<file path="src/rtl/multicycle_ctrl.sv">
// RV32I multi-cycle control FSM: FETCH/DECODE/EXEC/MEM/WB with TRAP on illegal opcode or memory timeout.
// Define MULTICYCLE_PERF_EN to add the instret/cycles performance counters.
module multicycle_ctrl #(
    parameter int MEM_TIMEOUT = 15,
    parameter int ALU_OP_W    = 4
) (
    input  logic                clk,
    input  logic                rst,
    input  logic [6:0]          opcode,
    input  logic [2:0]          fn3,
    input  logic                fn7_5,
    input  logic                br_taken,
    input  logic                mem_ready,
    output logic                mem_req,
    output logic                mem_we,
    output logic                ir_we,
    output logic                pc_we,
    output logic [1:0]          pc_src,
    output logic [1:0]          alu_src_a,
    output logic [1:0]          alu_src_b,
    output logic [ALU_OP_W-1:0] alu_op,
    output logic                rf_we,
    output logic [1:0]          wb_sel,
    output logic                illegal,
    output logic                bus_err,
    output logic [2:0]          state_o
`ifdef MULTICYCLE_PERF_EN
    ,
    output logic [31:0]         instret,
    output logic [31:0]         cycles
`endif
);

    typedef enum logic [2:0] {
        S_FETCH  = 3'd0,
        S_DECODE = 3'd1,
        S_EXEC   = 3'd2,
        S_MEM    = 3'd3,
        S_WB     = 3'd4,
        S_TRAP   = 3'd5
    } state_t;

    localparam logic [6:0] OP_R     = 7'b0110011;
    localparam logic [6:0] OP_I     = 7'b0010011;
    localparam logic [6:0] OP_LD    = 7'b0000011;
    localparam logic [6:0] OP_ST    = 7'b0100011;
    localparam logic [6:0] OP_BR    = 7'b1100011;
    localparam logic [6:0] OP_JAL   = 7'b1101111;
    localparam logic [6:0] OP_JALR  = 7'b1100111;
    localparam logic [6:0] OP_LUI   = 7'b0110111;
    localparam logic [6:0] OP_AUIPC = 7'b0010111;

    localparam logic [ALU_OP_W-1:0] ALU_ADD   = ALU_OP_W'(0);
    localparam logic [ALU_OP_W-1:0] ALU_SUB   = ALU_OP_W'(1);
    localparam logic [ALU_OP_W-1:0] ALU_SLL   = ALU_OP_W'(2);
    localparam logic [ALU_OP_W-1:0] ALU_SLT   = ALU_OP_W'(3);
    localparam logic [ALU_OP_W-1:0] ALU_SLTU  = ALU_OP_W'(4);
    localparam logic [ALU_OP_W-1:0] ALU_XOR   = ALU_OP_W'(5);
    localparam logic [ALU_OP_W-1:0] ALU_SRL   = ALU_OP_W'(6);
    localparam logic [ALU_OP_W-1:0] ALU_SRA   = ALU_OP_W'(7);
    localparam logic [ALU_OP_W-1:0] ALU_OR    = ALU_OP_W'(8);
    localparam logic [ALU_OP_W-1:0] ALU_AND   = ALU_OP_W'(9);
    localparam logic [ALU_OP_W-1:0] ALU_PASSB = ALU_OP_W'(10);

    localparam int             CW      = (MEM_TIMEOUT > 0) ? $clog2(MEM_TIMEOUT + 1) : 1;
    localparam logic [CW-1:0]  TMO_MAX = CW'(MEM_TIMEOUT);

    state_t                r_state;
    state_t                w_next;
    logic [CW-1:0]         r_tmo_cnt;
    logic                  r_illegal;
    logic                  r_bus_err;
    logic                  w_legal;
    logic                  w_req;
    logic                  w_tmo_hit;
    logic [ALU_OP_W-1:0]   w_alu_fn;
    logic [1:0]            w_a;
    logic [1:0]            w_b;
    logic [ALU_OP_W-1:0]   w_op;

    always_comb begin
        w_legal = 1'b0;
        case (opcode)
            OP_R, OP_I, OP_LD, OP_ST, OP_BR,
            OP_JAL, OP_JALR, OP_LUI, OP_AUIPC: w_legal = 1'b1;
            default:                           w_legal = 1'b0;
        endcase
    end

    // fn7_5 selects SUB only for register-register ops; SRA/SRAI for both
    always_comb begin
        w_alu_fn = ALU_ADD;
        case (fn3)
            3'b000:  w_alu_fn = (opcode == OP_R && fn7_5) ? ALU_SUB : ALU_ADD;
            3'b001:  w_alu_fn = ALU_SLL;
            3'b010:  w_alu_fn = ALU_SLT;
            3'b011:  w_alu_fn = ALU_SLTU;
            3'b100:  w_alu_fn = ALU_XOR;
            3'b101:  w_alu_fn = fn7_5 ? ALU_SRA : ALU_SRL;
            3'b110:  w_alu_fn = ALU_OR;
            default: w_alu_fn = ALU_AND;
        endcase
    end

    always_comb begin
        w_a  = 2'd0;
        w_b  = 2'd0;
        w_op = ALU_ADD;
        case (opcode)
            OP_R: begin
                w_op = w_alu_fn;
            end
            OP_I: begin
                w_b  = 2'd1;
                w_op = w_alu_fn;
            end
            OP_LD, OP_ST, OP_JALR: begin
                w_b  = 2'd1;
            end
            OP_LUI: begin
                w_a  = 2'd2;
                w_b  = 2'd1;
                w_op = ALU_PASSB;
            end
            OP_AUIPC: begin
                w_a  = 2'd1;
                w_b  = 2'd1;
            end
            default: begin
                w_op = ALU_ADD;
            end
        endcase
    end

    assign w_req     = (r_state == S_FETCH) || (r_state == S_MEM);
    assign w_tmo_hit = (MEM_TIMEOUT != 0) && w_req && !mem_ready
                       && (r_tmo_cnt == TMO_MAX);

    always_ff @(posedge clk or posedge rst) begin
        if (rst) begin
            r_state <= S_FETCH;
        end else begin
            r_state <= w_next;
        end
    end

    always_comb begin
        w_next = r_state;
        case (r_state)
            S_FETCH: begin
                if (mem_ready)      w_next = S_DECODE;
                else if (w_tmo_hit) w_next = S_TRAP;
            end
            S_DECODE: begin
                w_next = w_legal ? S_EXEC : S_TRAP;
            end
            S_EXEC: begin
                case (opcode)
                    OP_LD, OP_ST: w_next = S_MEM;
                    OP_BR:        w_next = S_FETCH;
                    default:      w_next = S_WB;
                endcase
            end
            S_MEM: begin
                if (mem_ready)      w_next = (opcode == OP_ST) ? S_FETCH : S_WB;
                else if (w_tmo_hit) w_next = S_TRAP;
            end
            S_WB:    w_next = S_FETCH;
            S_TRAP:  w_next = S_TRAP;
            default: w_next = S_FETCH;
        endcase
    end

    // Wait counter restarts with every new request (state change) or completion
    always_ff @(posedge clk or posedge rst) begin
        if (rst) begin
            r_tmo_cnt <= '0;
        end else if (mem_ready || (w_next != r_state)) begin
            r_tmo_cnt <= '0;
        end else if (w_req && (MEM_TIMEOUT != 0)) begin
            r_tmo_cnt <= r_tmo_cnt + 1'b1;
        end
    end

    always_ff @(posedge clk or posedge rst) begin
        if (rst) begin
            r_illegal <= 1'b0;
            r_bus_err <= 1'b0;
        end else begin
            if (r_state == S_DECODE && !w_legal) r_illegal <= 1'b1;
            if (w_tmo_hit)                       r_bus_err <= 1'b1;
        end
    end

    // Reset is folded in combinationally so enables drop the instant rst rises
    always_comb begin
        mem_req   = 1'b0;
        mem_we    = 1'b0;
        ir_we     = 1'b0;
        pc_we     = 1'b0;
        pc_src    = 2'd0;
        alu_src_a = 2'd0;
        alu_src_b = 2'd0;
        alu_op    = ALU_ADD;
        rf_we     = 1'b0;
        wb_sel    = 2'd0;
        if (!rst) begin
            case (r_state)
                S_FETCH: begin
                    mem_req = 1'b1;
                    ir_we   = mem_ready;
                    pc_we   = mem_ready;
                end
                S_EXEC: begin
                    alu_src_a = w_a;
                    alu_src_b = w_b;
                    alu_op    = w_op;
                    case (opcode)
                        OP_BR: begin
                            pc_we  = br_taken;
                            pc_src = 2'd1;
                        end
                        OP_JAL: begin
                            pc_we  = 1'b1;
                            pc_src = 2'd1;
                        end
                        OP_JALR: begin
                            pc_we  = 1'b1;
                            pc_src = 2'd2;
                        end
                        default: pc_we = 1'b0;
                    endcase
                end
                S_MEM: begin
                    mem_req   = 1'b1;
                    mem_we    = (opcode == OP_ST);
                    alu_src_a = w_a;
                    alu_src_b = w_b;
                    alu_op    = w_op;
                end
                S_WB: begin
                    rf_we     = 1'b1;
                    alu_src_a = w_a;
                    alu_src_b = w_b;
                    alu_op    = w_op;
                    case (opcode)
                        OP_LD:          wb_sel = 2'd1;
                        OP_JAL, OP_JALR: wb_sel = 2'd2;
                        default:        wb_sel = 2'd0;
                    endcase
                end
                default: mem_req = 1'b0;
            endcase
        end
    end

    assign illegal = r_illegal;
    assign bus_err = r_bus_err;
    assign state_o = r_state;

`ifdef MULTICYCLE_PERF_EN
    logic        w_retire;
    logic [31:0] r_instret;
    logic [31:0] r_cycles;

    assign w_retire = (r_state == S_WB)
                      || (r_state == S_MEM && opcode == OP_ST && mem_ready)
                      || (r_state == S_EXEC && opcode == OP_BR);

    always_ff @(posedge clk or posedge rst) begin
        if (rst) begin
            r_instret <= '0;
            r_cycles  <= '0;
        end else begin
            if (w_retire)          r_instret <= r_instret + 32'd1;
            if (r_state != S_TRAP) r_cycles  <= r_cycles + 32'd1;
        end
    end

    assign instret = r_instret;
    assign cycles  = r_cycles;
`endif

endmodule

</file>
<file path="config.mk">
export PLATFORM = sky130hd
export DESIGN_NAME = multicycle_ctrl
export DESIGN_NICKNAME = d
export VERILOG_FILES = /design/src/rtl/multicycle_ctrl.sv
export SDC_FILE = /design/constraint.sdc
export NUM_CORES = 1
export LEC_CHECK = 0
export CORE_ASPECT_RATIO = 0.6
export CORE_MARGIN = 2
export CORE_UTILIZATION = 33
export DETAILED_ROUTE_END_ITERATION = 16
export SYNTH_ARGS = -nofsm -noshare
export SYNTH_HDL_FRONTEND = slang
export SYNTH_SLANG_ARGS = --single-unit
</file>
<file path="constraint.sdc">
create_clock -name clk -period 2.2 [get_ports clk]
set_input_delay 0.22 -clock clk [delete_from_list [all_inputs] [get_ports clk]]
set_output_delay 0.22 -clock clk [all_outputs]
set_load 0.05 [all_outputs]
</file>
==> impl_metrics.tcl <==
set metrics [dict create \
    final-instance-count-excl-fill 199 \
    grt_pass1_wl_um 4880 \
    start_util_pct 35.0 \
    synth_area_per_cell_um2 7.68 \
    slew_headroom_pct 64.4 \
    grt_start_max_net_pins 13 \
    path_max_fanout 4 \
    syn_nets 130 \
    htree_levels 1 \
    postLayoutCoreUtil_pct 68.8 \
    syn_area_um2 876 \
    grt_pass1_vias 1004 \
    nets 184 \
    power_mw 1.11 \
    cts_inserted_buffers 3 \
    power_density_nw_per_um2 642 \
    synthArstFlopShare_pct 100 \
    path_clk_slew_ns 0.05 \
    maxCapViolCount 0 \
    crit_arrival_ns 2.11 \
    io_pins 37 \
    yosysTopAreaCell "dfrtp_1" \
    seqCellArea_um2 228 \
    cts_tree "done" \
    yosysMostFrequentCell "nor2_1" \
    rsz0062_at_grt "yes" \
    synth_cell_types 45 \
    tightestPinTransition_ns 0.529 \
    worstSetupStartpoint "state_o[1]" \
    seq_area_frac_synth_pct 25.7 \
    num_antenna_cells 0 \
    drive_gt1_share_pct 40.7 \
    min_period_over_period_pct 106 \
    ant_nets 0 \
    cts_buffer_depth 2 \
    synth_common_cells "nor2_1, nand2_1, dfrtp_1" \
    hpwl_um 2410 \
    hold_class "flop to flop" \
    viasPerCell 5.36 \
    clk_latency_ns 0.24 \
    drc 0 \
    syn2layout_area_growth_pct 96.7 \
    synth_area_leaders "dfrtp_1, nor2_1, nand2_1, nand2b_1, nor4_1" \
    cts-root-buf "clkbuf_8" \
    coreArea_um2 2500 \
    multi_input_area_um2 726 \
    antenna_found_initial 0 \
    hold_start "bus_err" \
    routed_wl_um 2900 \
    setup_viol 5 \
    clkSinkCount 9 \
    fin_ws_ns -0.133 \
    min_period_ns 2.33 \
    max_clock_freq_mhz 429 \
    vdd_drop_max_mv 0.534 \
    rr_startpoint "state_o[1]" \
    dpl.cell_count 193 \
    syn_inst 114 \
    die_area_um2 3100 \
    synth_edf_count 0 \
    fin_skew_ns 0.00711 \
    synth_top_area_share_pct 25.7 \
    ys_dominant_reg_cell "dfrtp_1" \
    crit_type "flop to primary output" \
    vias 1067 \
    yosys_warnings 0 \
    synth-seq-cells 9 \
    die_w_um 70.5 \
    wl_per_cell_um 14.6 \
    worstSetupStartpointType "flop" \
    fp-row-count 14 \
    crit_path_end_kind "primary output" \
    hold_viol_final 0 \
    outcome "complete, but fails checks" \
    cp.required_ns 1.98 \
    maxSlewViolCount 0 \
    failed_checks "setup timing" \
    dr.pass1.iters 4 \
    grt_usage_pct 20.6 \
    gr-total-overflow 0 \
    port-buffer-count 35 \
    die_h_um 43.9 \
    place_congestion 0.929 \
    drtIter0Drc 84 \
    p_leak_nw 0.654 \
    fillers 206 \
]
-- layout make-up --
class	count	share of cell area, %
multi-input combinational	94	42.1
timing repair buffer	55	38.3
sequential	9	13.2
clock buffer	3	2.40
tap	32	2.32
inverter	5	1.31
clock inverter	1	0.290
-- registers in the layout (all words and copies together) (netlist names) --
| signal | count |
|---|---|
| bus_err | 1 |
| illegal | 1 |
| r_tmo_cnt | 4 |
| state_o | 3 |
-- worst max-delay path, stage by stage (launching register included) --
cell,delay (ns)
dfrtp_2,0.40
or3b_4,0.41
and2_4,0.17
or4_4,0.49
a211oi_4,0.23
buf_12,0.17
-- worst paths after layout --
path / end / slack, ns / depth (start not counted)
max in group asynchronous: state_o[2] / 1.50 / 4
worst max register to register: state_o[2] / 0.49 / 5
worst max-delay path: alu_op[0] / -0.13 / 5
worst min-delay path: bus_err / 0.46 / 1
min in group asynchronous: state_o[0] / 0.56 / 4
worst min register to register: bus_err / 0.46 / 1
-- cells in the final DEF (no fill, tap or decap), types with 3 or more instances in the layout --
cell             count
nand3_1              5
nor2_1               8
nor2_2               4
a21oi_1              5
nor4_4               3
nor3b_1              3
clkdlybuf4s50_1     19
clkbuf_8             3
xnor2_1              3
dfrtp_1              7
buf_4               20
nand2_1              9
inv_1                4
buf_12              16
nand2b_1             5
nor3_2               3
-- kinds of logic (layout without fill, tap and decap cells) --
group                      after synthesis  count (layout)  share of synthesized area (%)
AOI/OAI and AO/OA                       23              23                           18.0
xor gates and xnor gates                 5               5                           5.00
adders and majority gates                1               1                           1.43
buffers and inverters                   11              64                           5.86
DFF                                      9               9                           25.7
muxes                                    2               2                           2.43
other                                    1               1                          0.428
and+or+nand+nor                         62              62                           41.1
-- where the power goes --
part	internal, mW	switching, mW	total (mW)	leakage (nW)
Clock	0.125	0.0790	0.204	0.0255
Combinational	0.295	0.397	0.693	0.519
Sequential	0.192	0.0182	0.211	0.110
Total	0.612	0.495	1.11	0.654
-- per-stage QoR --
step / setup TNS, ns / hold slack, ns / cell area (um2) / worst slack, ns
floorplan: -1.03 / 0.0642 / 1000 / -0.276
global placement: -0.0326 / 0.443 / 1650 / -0.00959
detailed placement: -0.263 / 0.447 / 1650 / -0.0836
CTS: -0.401 / 0.465 / 1710 / -0.147
global route: -0.614 / 0.480 / 1720 / -0.178
finish: -0.320 / 0.460 / 1720 / -0.133
-- per-layer routing --
layer,track usage (%),up-vias,part of all wire [%]
met5,0,-,0
li1,-,520,-
met2,28.3,44,41
met3,10.0,3,9.5
met4,4.62,0,0.59
met1,28.9,500,49
-- timing repair --
action / 4_1_cts / 5_1_grt
hold buffers: 0 / 0
resized for setup: 2 / 2
buffers inserted: 2 / 0
endpoints found under the setup margin: 5 / 8
pin swaps: 2 / 1
Note: power is estimated with default switching activity, not from simulation.
